==> src/rtl/stopwatch_core.sv <==
// BCD stopwatch MM:SS.t counting 10 Hz tick edges, with start/stop, clear and lap freeze.
// Latency: live digits update on the iclk edge that detects the tick; display mux is combinational.
// No backpressure: every tick and button rising edge is consumed in the cycle it is detected.
module stopwatch_core #(
    parameter int MIN_LIMIT = 60
) (
    input  logic       iclk,
    input  logic       irst_n,
    input  logic       itick_10hz,
    input  logic       istart_stop,
    input  logic       iclear,
    input  logic       ilap,
    output logic [3:0] otenths,
    output logic [3:0] osec_ones,
    output logic [2:0] osec_tens,
    output logic [3:0] omin_ones,
    output logic [2:0] omin_tens,
    output logic       orunning,
    output logic       ofrozen,
    output logic       ooverflow
);

    typedef enum logic [1:0] {IDLE, RUN, PAUSE} state_t;

    localparam logic [2:0] LAST_MIN_TENS = 3'((MIN_LIMIT - 1) / 10);
    localparam logic [3:0] LAST_MIN_ONES = 4'((MIN_LIMIT - 1) % 10);

    state_t     state;
    logic       tick_q, ss_q, clr_q, lap_q;
    logic [3:0] tenths, sec_ones, min_ones;
    logic [2:0] sec_tens, min_tens;
    logic [3:0] snap_tenths, snap_sec_ones, snap_min_ones;
    logic [2:0] snap_sec_tens, snap_min_tens;

    logic tick_ev, ss_ev, clr_ev, lap_ev, at_last_min;

    assign tick_ev     = itick_10hz & ~tick_q;
    assign ss_ev       = istart_stop & ~ss_q;
    assign clr_ev      = iclear & ~clr_q;
    assign lap_ev      = ilap & ~lap_q;
    assign at_last_min = (min_tens == LAST_MIN_TENS) && (min_ones == LAST_MIN_ONES);

    always_ff @(posedge iclk or negedge irst_n) begin
        if (!irst_n) begin
            state         <= IDLE;
            tick_q        <= 1'b1;
            ss_q          <= 1'b0;
            clr_q         <= 1'b0;
            lap_q         <= 1'b0;
            tenths        <= '0;
            sec_ones      <= '0;
            sec_tens      <= '0;
            min_ones      <= '0;
            min_tens      <= '0;
            snap_tenths   <= '0;
            snap_sec_ones <= '0;
            snap_sec_tens <= '0;
            snap_min_ones <= '0;
            snap_min_tens <= '0;
            orunning      <= 1'b0;
            ofrozen       <= 1'b0;
            ooverflow     <= 1'b0;
        end else begin
            tick_q <= itick_10hz;
            ss_q   <= istart_stop;
            clr_q  <= iclear;
            lap_q  <= ilap;

            // Counting keys off the pre-edge state, so a tick alongside a stop still counts.
            if (state == RUN && tick_ev) begin
                if (tenths == 4'd9) begin
                    tenths <= '0;
                    if (sec_ones == 4'd9) begin
                        sec_ones <= '0;
                        if (sec_tens == 3'd5) begin
                            sec_tens <= '0;
                            if (at_last_min) begin
                                min_ones  <= '0;
                                min_tens  <= '0;
                                ooverflow <= 1'b1;
                            end else if (min_ones == 4'd9) begin
                                min_ones <= '0;
                                min_tens <= min_tens + 3'd1;
                            end else begin
                                min_ones <= min_ones + 4'd1;
                            end
                        end else begin
                            sec_tens <= sec_tens + 3'd1;
                        end
                    end else begin
                        sec_ones <= sec_ones + 4'd1;
                    end
                end else begin
                    tenths <= tenths + 4'd1;
                end
            end

            if (clr_ev && state == PAUSE) begin
                state     <= IDLE;
                orunning  <= 1'b0;
                ofrozen   <= 1'b0;
                ooverflow <= 1'b0;
                tenths    <= '0;
                sec_ones  <= '0;
                sec_tens  <= '0;
                min_ones  <= '0;
                min_tens  <= '0;
            end else begin
                if (ss_ev) begin
                    if (state == RUN) begin
                        state    <= PAUSE;
                        orunning <= 1'b0;
                    end else begin
                        state    <= RUN;
                        orunning <= 1'b1;
                    end
                end
                if (lap_ev && state != IDLE) begin
                    if (ofrozen) begin
                        ofrozen <= 1'b0;
                    end else begin
                        ofrozen       <= 1'b1;
                        snap_tenths   <= tenths;
                        snap_sec_ones <= sec_ones;
                        snap_sec_tens <= sec_tens;
                        snap_min_ones <= min_ones;
                        snap_min_tens <= min_tens;
                    end
                end
            end
        end
    end

    always_comb begin
        otenths   = ofrozen ? snap_tenths   : tenths;
        osec_ones = ofrozen ? snap_sec_ones : sec_ones;
        osec_tens = ofrozen ? snap_sec_tens : sec_tens;
        omin_ones = ofrozen ? snap_min_ones : min_ones;
        omin_tens = ofrozen ? snap_min_tens : min_tens;
    end

endmodule

==> config.mk <==
export PLATFORM = sky130hd
export DESIGN_NAME = stopwatch_core
export DESIGN_NICKNAME = d
export VERILOG_FILES = /design/src/rtl/stopwatch_core.sv
export SDC_FILE = /design/constraint.sdc
export NUM_CORES = 1
export LEC_CHECK = 0
export CAP_MARGIN = 20
export CORE_ASPECT_RATIO = 0.5
export CORE_MARGIN = 2
export CORE_UTILIZATION = 45
export CTS_CLUSTER_DIAMETER = 30
export DETAILED_ROUTE_END_ITERATION = 10
export PLACE_DENSITY = 0.77
export SYNTH_ARGS = -nofsm -noshare
export SYNTH_HDL_FRONTEND = slang
export SYNTH_SLANG_ARGS = --single-unit
export TNS_END_PERCENT = 20
==> constraint.sdc <==
create_clock -name iclk -period 3.1 [get_ports iclk]
set_input_delay 0.62 -clock iclk [delete_from_list [all_inputs] [get_ports iclk]]
set_output_delay 0.62 -clock iclk [all_outputs]
set_load 0.02 [all_outputs]
* Word level (Yosys, flattened, before mapping)
Index checks and enable logic that the tools add are counted.
** Storage, ports and cells
- Logic and storage cells :: 104
- Output and inout port bits :: 21
- Bits of input ports :: 6
- Flip-flop bits (word level) :: 45
** Cells by class
- Reductions and logical operators :: 19
- Muxes and demuxes :: 46
- Bitwise gates (word level) :: 9
- Add/sub/neg operators :: 5
- Equality and inequality tests :: 7
** Operator list (number)
- 2-to-1 mux 4 bit :: 17
- 2-to-1 mux 3 bit :: 14
- nonzero test 2 bit :: 8
- adder 4 x 1 -> 4 bit, second input constant :: 3
- equality test 4 bit, second input constant :: 3
- 2-to-1 mux 1 bit :: 12
- AND reduction 5 bit :: 2
- adder 3 x 1 -> 3 bit, second input constant :: 2
- equality test 3 bit, second input constant :: 2
- 2-to-1 mux 2 bit :: 3
- inverter 1 bit :: 5
- AND 1 bit :: 4
- logical AND 1 bit :: 4
- AND reduction 2 bit :: 2
- AND reduction 4 bit :: 1
- AND reduction 3 bit :: 1
- nonzero test 3 bit :: 1
- equality test 2 x 1 -> 1 bit, second input constant :: 1
- equality test 2 bit, second input constant :: 1

* Depth between registers and ports, before layout
Gate-level depths: netlist (run 1).
- Word-level depth :: 8
- Gate-level depth with buffers :: 7
- Mapped depth without buffers :: 6

* Worst setup path after synthesis (run 1)
OpenSTA, ideal clock, no wires.
- Path kind :: flip-flop to output port
- From :: register ofrozen
- To :: output omin_ones[1]
- Arrival time :: 1.396 ns
- Stages on the path, launching flop included :: 4
- Slack :: 1.084 ns
- Buffers on the path :: 2
- Required time :: 2.480 ns
- Path through :: dfrtp_1 clkbuf_1 clkbuf_1 o21ai_0
** On the way
- Longest elaborated chain between the ends :: 1
** RTL lines
- from (decl) :: RTL line 19 : output logic ofrozen,
- from (signal assigned) :: RTL line 61 : ofrozen <= 1'b0;
- from (signal assigned) :: RTL line 101 : ofrozen <= 1'b0;
- from (signal assigned) :: RTL line 120 : ofrozen <= 1'b0;
- 2-to-1 mux 4 bit
- to (decl) :: RTL line 16 : output logic [3:0] omin_ones,
Every way passes these cells.

* Worst setup path after layout (run 1)
- From :: register ofrozen
- To :: output osec_ones[3]
** On the way
- Longest elaborated chain between the ends :: 1
** RTL lines
- 2-to-1 mux 4 bit
- to (decl) :: RTL line 14 : output logic [3:0] osec_ones,
Every way passes these cells.

==> results of run 1 <==
Yosys cell counts, drive strengths merged (4+ instances only):
cell type / instances
dfrtp: 43
mux2: 30
nand2: 19
nor2: 14
o21ai: 9
a21oi: 8
ha: 8
inv: 7
buf: 6
nand3: 5
nor3: 4
kinds of logic after synthesis:
| group | share of synthesized area |
|---|---|
| fa+ha+maj | 0.0442 |
| simple gates | 0.168 |
| compound gates | 0.0996 |
| flops | 0.487 |
| xor+xnor | 0.00774 |
| buf+inv | 0.0310 |
| mux | 0.163 |
per-layer routing:
metal | global-route usage | part of all wire | vias up
li1 | - | - | 761
met1 | 0.215 | 0.46 | 792
met2 | 0.301 | 0.50 | 20
met3 | 0.0387 | 0.024 | 7
met4 | 0.0766 | 0.016 | 0
met5 | 0 | 0 | -
path summary, 6_finish.rpt:
kind                            depth (start not counted)  slack, ns               end              from
worst min-delay path                                    1       0.23       min_tens[2]            irst_n
min in group iclk                                       1       0.51  snap_sec_tens[2]  snap_sec_tens[2]
worst max register to register                          6       1.20       min_ones[3]         tenths[1]
worst max-delay path                                    2       0.25      osec_ones[3]           ofrozen
worst min register to register                          1       0.51  snap_sec_tens[2]  snap_sec_tens[2]
max in group asynchronous                               2       2.32            tick_q            irst_n
stage by stage:
stage | utilization | hold slack [ns]
CTS | 0.545 | 0.499
floorplan | - | 0.324
global route | 0.549 | 0.257
detailed placement | 0.526 | 0.494
global placement | 0.526 | 0.484
finish | 0.549 | 0.231
cell type report:
class,instances,area (um^2)
clock inverter,2,10.0
multi-input combinational,138,1090
clock buffer,6,82.6
tap,70,87.6
inverter,7,26.3
timing repair buffer,28,283
sequential,44,1100
fill,417,2210
flip-flops by register name, indices dropped and copies added, names as in the netlist, 2 cells and up:
| register | cells |
|---|---|
| min_ones | 4 |
| min_tens | 3 |
| sec_ones | 4 |
| sec_tens | 3 |
| snap_min_ones | 4 |
| snap_min_tens | 3 |
| snap_sec_ones | 4 |
| snap_sec_tens | 3 |
| snap_tenths | 4 |
| state | 2 |
| tenths | 4 |
power breakdown:
| group | internal, W | switching, W |
|---|---|---|
| combinational | 0.000281 | 0.000266 |
| sequential | 0.000669 | 0.000140 |
| clock | 0.000178 | 0.000201 |
==> results_dict.tcl, run 1 <==
set metrics [dict create \
    status "completed" \
    yosysSeqAreaShare 0.487 \
    power_w 0.00174 \
    io_pins 27 \
    globalplace.congestion 0.780 \
    rows 18 \
    setup_viol 0 \
    synthFlopType "dfrtp_1" \
    crit_type "reg2out" \
    postCtsHoldBufs 0 \
    synth_edf_count 0 \
    layout_worst_path_cycle_share 0.920 \
    fin_crit_ns 2.85 \
    fp.dieH_um 54.1 \
    tritoncts "yes" \
    worst-path-buf-inv 1 \
    synth_top_area_cell "dfrtp_1" \
    worst_path_max_delay_cell "dfrtp_1" \
    ctsResizeCount 0 \
    htreeDepth 2 \
    areaGrowthSynthToFinish_pct 18.5 \
    antenna_left 0 \
    cts_setup_buffers 0 \
    die-area_um2 5640 \
    drtIter0Drc 91 \
    fin_setup_tns_ns 0 \
    core-area_um2 4890 \
    hpwl_um 2960 \
    synth_area_leaders "dfrtp_1, mux2_2, ha_1" \
    hold_class "in2async" \
    cp-start-kind "flop" \
    routedWlPerCell_um 14.8 \
    path_delay_family "flip-flops" \
    synth_seq_cells 44 \
    initial_core_util 0.463 \
    grt_use_total 0.173 \
    port_buffers 26 \
    tightest_slew_ns 0.913 \
    path_max_fanout 26 \
    critical_path.max_stage_delay_ns 0.95 \
    postSynthCellCount 198 \
    die_w_um 104 \
    synth_top_area_frac 0.476 \
    ys_types 41 \
    layout.nets 238 \
    final.setup_skew_ns 0.00692 \
    crit_chain "mux2_2 > clkdlybuf4s50_1" \
    layout-drive-gt1-share 0.227 \
    dp_cells 286 \
    grt_max_degree 45 \
    cts-root-buf "clkbuf_8" \
    avgSynthCellArea_um2 11.4 \
    rsz0062_at_grt "false" \
    slew_viol_final 0 \
    arrival_ns 2.23 \
    crit_required_ns 2.48 \
    yosys_warnings 0 \
    num_antenna_cells 0 \
    cap_violations 0 \
    num_vias 1580 \
    hold_viol 0 \
    slew_headroom 0.391 \
    grt_pass1_wl_um 7560 \
    synthArstFlopShare 1.00 \
    dpl_cell_area_um2 2570 \
    synth_area_um2 2260 \
    stdcell_count 295 \
    cts_buffers 5 \
    antenna_found_initial 0 \
    power.leakage_nw 1.22 \
    cp-end-kind "output port" \
    cellPowerDensity_nw_per_um2 647 \
    cts.sinks 44 \
    ir_worst_vdd_mv 0.222 \
    pre_cts_slack_ns 0.565 \
    vias_per_cell 5.36 \
    clk_pin_slew_worst_paths_ns 0.08 \
    drc_errors 0 \
    drt-pass1-iter-count 5 \
    fmax_mhz 351 \
    insertion_delay_ns 0.31 \
    layout_setup_ws_ns 0.247 \
    cts_max_path_buffers 2 \
    syn-num-nets 212 \
    grt_overflow 0 \
    grt_pass1_vias 1624 \
    drt_wl_total_um 4360 \
    final_cell_mix "dfrtp_1, mux2_2, clkdlybuf4s50_1" \
    final_common_cell "dfrtp_1" \
    final_cell_area_um2 2680 \
]
Power figures use the tool's default switching activity.
==> run 2: changes to the inputs <==
Settings changed: HOLD_SLACK_MARGIN set to 0.06, SETUP_SLACK_MARGIN set to 0.2.
==> results_dict.tcl, run 2 (same netlist as run 1, synthesis figures left out) <==
set metrics [dict create \
    status "completed" \
    port_buffers 26 \
    crit_required_ns 2.48 \
    htreeDepth 2 \
    cp-end-kind "output port" \
    hold_class "in2async" \
    antenna_found_initial 0 \
    final_cell_mix "dfrtp_1, mux2_2, clkdlybuf4s50_1" \
    hpwl_um 2960 \
    power_w 0.00174 \
    initial_core_util 0.463 \
    grt_pass1_wl_um 7560 \
    postCtsHoldBufs 0 \
    met3_length_um 109 \
    num_antenna_cells 0 \
    rsz0062_at_grt "false" \
    wl_met2_um 2140 \
    clk_pin_slew_worst_paths_ns 0.08 \
    reg2reg_from "tenths[1]" \
    num-fill-cells 417 \
    crit_type "reg2out" \
    final.setup_skew_ns 0.00740 \
    grt_use_total 0.173 \
    drc_errors 0 \
    layout_worst_path_cycle_share 0.831 \
    setup_viol 0 \
    cts_buffers 5 \
    routedWlPerCell_um 14.7 \
    cts-root-buf "clkbuf_8" \
    die_w_um 104 \
    num_vias 1568 \
    final_common_cell "dfrtp_1" \
    final_cell_area_um2 2680 \
    fin_crit_ns 2.58 \
    path_max_fanout 26 \
    cap_violations 0 \
    die-area_um2 5640 \
    fmax_mhz 388 \
    drtIter0Drc 91 \
    fin_setup_tns_ns 0 \
    tritoncts "yes" \
    cts.sinks 44 \
    slew_viol_final 0 \
    rows 18 \
    layout.nets 238 \
    cellPowerDensity_nw_per_um2 647 \
    grt_overflow 0 \
    insertion_delay_ns 0.31 \
    arrival_ns 1.96 \
    slew_headroom 0.602 \
    whs_ns 0.231 \
    vias_per_cell 5.32 \
    highest_layer "met4" \
    areaGrowthSynthToFinish_pct 18.6 \
    globalplace.congestion 0.780 \
    cts_max_path_buffers 2 \
    grt_max_degree 45 \
    cp-start-kind "flop" \
    core-area_um2 4890 \
    dpl_cell_area_um2 2570 \
    tightest_slew_ns 0.594 \
    ir_worst_vdd_mv 0.222 \
    power.leakage_nw 1.22 \
    drt-pass1-iter-count 4 \
    io_pins 27 \
    fp.dieH_um 54.1 \
    drt_wl_total_um 4340 \
    grt_pass1_vias 1624 \
    hold_viol 0 \
    critPathLaunch "ofrozen" \
    wl_met1_um 2020 \
    layout-drive-gt1-share 0.231 \
    antenna_left 0 \
]
## run 2: final timing paths
path                               endpoint  slack [ns]  cells past startpoint
min                             min_tens[2]        0.23                      1
max reg2reg                     min_ones[3]        1.21                      6
max                            osec_ones[3]        0.52                      2
max in group asynchronous            tick_q        2.32                      2
min in group iclk          snap_sec_tens[2]        0.51                      1
min reg2reg                snap_sec_tens[2]        0.51                      1
## run 2: final cells by class
cell class	count	area [um^2]	area share
Sequential cell	44	1100	0.411
Multi-Input combinational cell	138	1090	0.406
Timing Repair Buffer	28	283	0.105
Tap cell	70	87.6	0.0326
Clock buffer	6	82.6	0.0308
Inverter	7	26.3	0.00979
Clock inverter	2	10.0	0.00373
## run 2: layer usage
metal,track usage,up-vias
met5,0,-
met4,0.0766,0
met3,0.0387,8
met2,0.301,20
li1,-,761
met1,0.215,779
## run 2: worst max-delay path: stages, from the launching register on
cell and delay [ns]:
dfrtp_2 0.69, mux2_2 0.41, clkdlybuf4s50_1 0.54
## run 2: per-stage QoR
| step | setup WS, ns | util | cells |
|---|---|---|---|
| floorplan | 1.08 | - | 198 |
| finish | 0.525 | 0.549 | 295 |
| detailed placement | 0.565 | 0.526 | 286 |
| global route | 0.448 | 0.549 | 295 |
| CTS | 0.221 | 0.545 | 294 |
| global placement | 0.609 | 0.526 | 286 |
## run 2: timing repair
| item | CTS | global route |
|---|---|---|
| endpoints found under the setup margin | 0 | 16 |
| gates resized for setup | 0 | 1 |
| buffers inserted | 0 | 0 |
## run 2: report_power, final
| part | total (W) | internal (W) | switching (W) |
|---|---|---|---|
| registers | 0.000810 | 0.000670 | 0.000140 |
| clock network | 0.000379 | 0.000178 | 0.000201 |
| logic | 0.000547 | 0.000280 | 0.000266 |
==> run 3: changes to the inputs <==
Clock period 3.1 ns to 2.4 ns, I/O delays scaled along.
==> results_dict.tcl, run 3 (same netlist as run 1, synthesis figures left out) <==
set metrics [dict create \
    drt-pass1-iter-count 4 \
    routedWlPerCell_um 14.4 \
    rsz0062_at_grt "true" \
    worst-path-buf-inv 2 \
    layout_setup_ws_ns 0.156 \
    cp-end-kind "output port" \
    final_common_cell "dfrtp_1" \
    cts_setup_buffers 0 \
    hold_viol 0 \
    critical_path.max_stage_delay_ns 0.54 \
    die-area_um2 5640 \
    crit_chain "buf_12 > mux2_2 > clkdlybuf4s50_1" \
    drc_errors 0 \
    postCtsHoldBufs 0 \
    layout.nets 242 \
    fin_setup_tns_ns 0 \
    fp.dieH_um 54.1 \
    antenna_found_initial 0 \
    cts_buffers 5 \
    fmax_mhz 446 \
    grt_pass1_vias 1641 \
    final.setup_skew_ns 0.00613 \
    io_pins 27 \
    initial_core_util 0.463 \
    crit_required_ns 1.92 \
    power.leakage_nw 1.30 \
    globalplace.congestion 0.736 \
    cts_max_path_buffers 2 \
    hold_class "in2async" \
    cts.sinks 44 \
    cellPowerDensity_nw_per_um2 859 \
    slew_viol_final 0 \
    pre_cts_slack_ns 0.111 \
    ir_worst_vdd_mv 0.372 \
    cap_violations 0 \
    tritoncts "yes" \
    final_cell_area_um2 2730 \
    slew_headroom 0.653 \
    layout-drive-gt1-share 0.236 \
    areaGrowthSynthToFinish_pct 20.7 \
    final_util 0.559 \
    grt_use_total 0.176 \
    status "completed" \
    cts-root-buf "clkbuf_8" \
    grt_overflow 0 \
    layout_worst_path_cycle_share 0.935 \
    die_w_um 104 \
    hpwl_um 3090 \
    path_delay_family "buffers and inverters" \
    rows 18 \
    arrival_ns 1.76 \
    grt_max_degree 27 \
    cp-start-kind "flop" \
    insertion_delay_ns 0.30 \
    htreeDepth 2 \
    port_buffers 26 \
    drtIter0Drc 61 \
    num_vias 1602 \
    core-area_um2 4890 \
    vias_per_cell 5.36 \
    tightest_slew_ns 0.519 \
    path_max_fanout 26 \
    grt_pass1_wl_um 7660 \
    final_cell_mix "dfrtp_1, mux2_2, nand2_1, clkdlybuf4s50_1, nor2_1" \
    crit_type "reg2out" \
    dpl_cell_area_um2 2620 \
    fin_crit_ns 2.24 \
    antenna_left 0 \
    num_antenna_cells 0 \
    drt_wl_total_um 4300 \
    setup_viol 0 \
    clk_pin_slew_worst_paths_ns 0.09 \
    worst_path_max_delay_cell "clkdlybuf4s50_1" \
]
-- run 3: timing repair --
action,4_1_cts,5_1_grt
resized for setup,3,3
endpoints found under the setup margin,18,15
gates cloned,0,0
-- run 3: where the power goes --
| part | switching (W) | internal (W) | leakage [nW] | total (W) |
|---|---|---|---|---|
| registers | 0.000116 | 0.000865 | 0.588 | 0.000982 |
| logic | 0.000416 | 0.000380 | 0.660 | 0.000797 |
| clock network | 0.000259 | 0.000309 | 0.0552 | 0.000568 |
-- run 3: final cells by class --
cell class | count | area (um^2)
repair buffers | 32 | 317
clock buffers | 6 | 72.6
clock inverters | 2 | 35.0
multi-input cells | 138 | 1090
fillers | 429 | 2160
flip-flops and latches | 44 | 1100
inverters | 7 | 26.3
well taps | 70 | 87.6
-- run 3: stage by stage --
| step | cells | hold slack, ns | power, W |
|---|---|---|---|
| 2_1_floorplan | 198 | 0.184 | 0.00149 |
| 3_3_place_gp | 291 | 0.456 | 0.00177 |
| 3_5_place_dp | 291 | 0.456 | 0.00182 |
| 4_1_cts | 299 | 0.118 | 0.00238 |
| 5_1_grt | 299 | 0.130 | 0.00249 |
| 6_report | 299 | 0.116 | 0.00235 |
-- run 3: worst paths after layout --
| check | startpoint | cells after the start | slack (ns) | to |
|---|---|---|---|---|
| setup / recovery | ofrozen | 3 | 0.16 | omin_ones[0] |
| hold / removal | irst_n | 1 | 0.12 | min_tens[2] |
| setup reg to reg | tenths[1] | 6 | 0.50 | min_ones[3] |
| hold reg to reg | snap_tenths[2] | 1 | 0.51 | snap_tenths[2] |
| max in group asynchronous | irst_n | 2 | 1.68 | tick_q |
| min in group iclk | snap_tenths[2] | 1 | 0.51 | snap_tenths[2] |
-- run 3: worst reg2reg max path: cells and delay by family (launching register included) --
| family | cells | cell delay (ns) |
|---|---|---|
| buffers and inverters | 1 | 0.09 |
| AO/OA/AOI/OAI | 2 | 0.45 |
| flip-flops | 1 | 0.42 |
| adder cells (fa/ha/maj) | 1 | 0.19 |
| AND/OR/NAND/NOR | 2 | 0.66 |
-- run 3: layer usage --
| layer | vias up | share of wire | wire length [um] | GRT usage |
|---|---|---|---|---|
| met3 | 4 | 0.034 | 147 | 0.0545 |
| met1 | 806 | 0.47 | 2030 | 0.216 |
| met2 | 23 | 0.49 | 2090 | 0.309 |
| li1 | 769 | - | - | - |
| met5 | - | 0 | 0 | 0 |
| met4 | 0 | 0.0084 | 36 | 0.0541 |
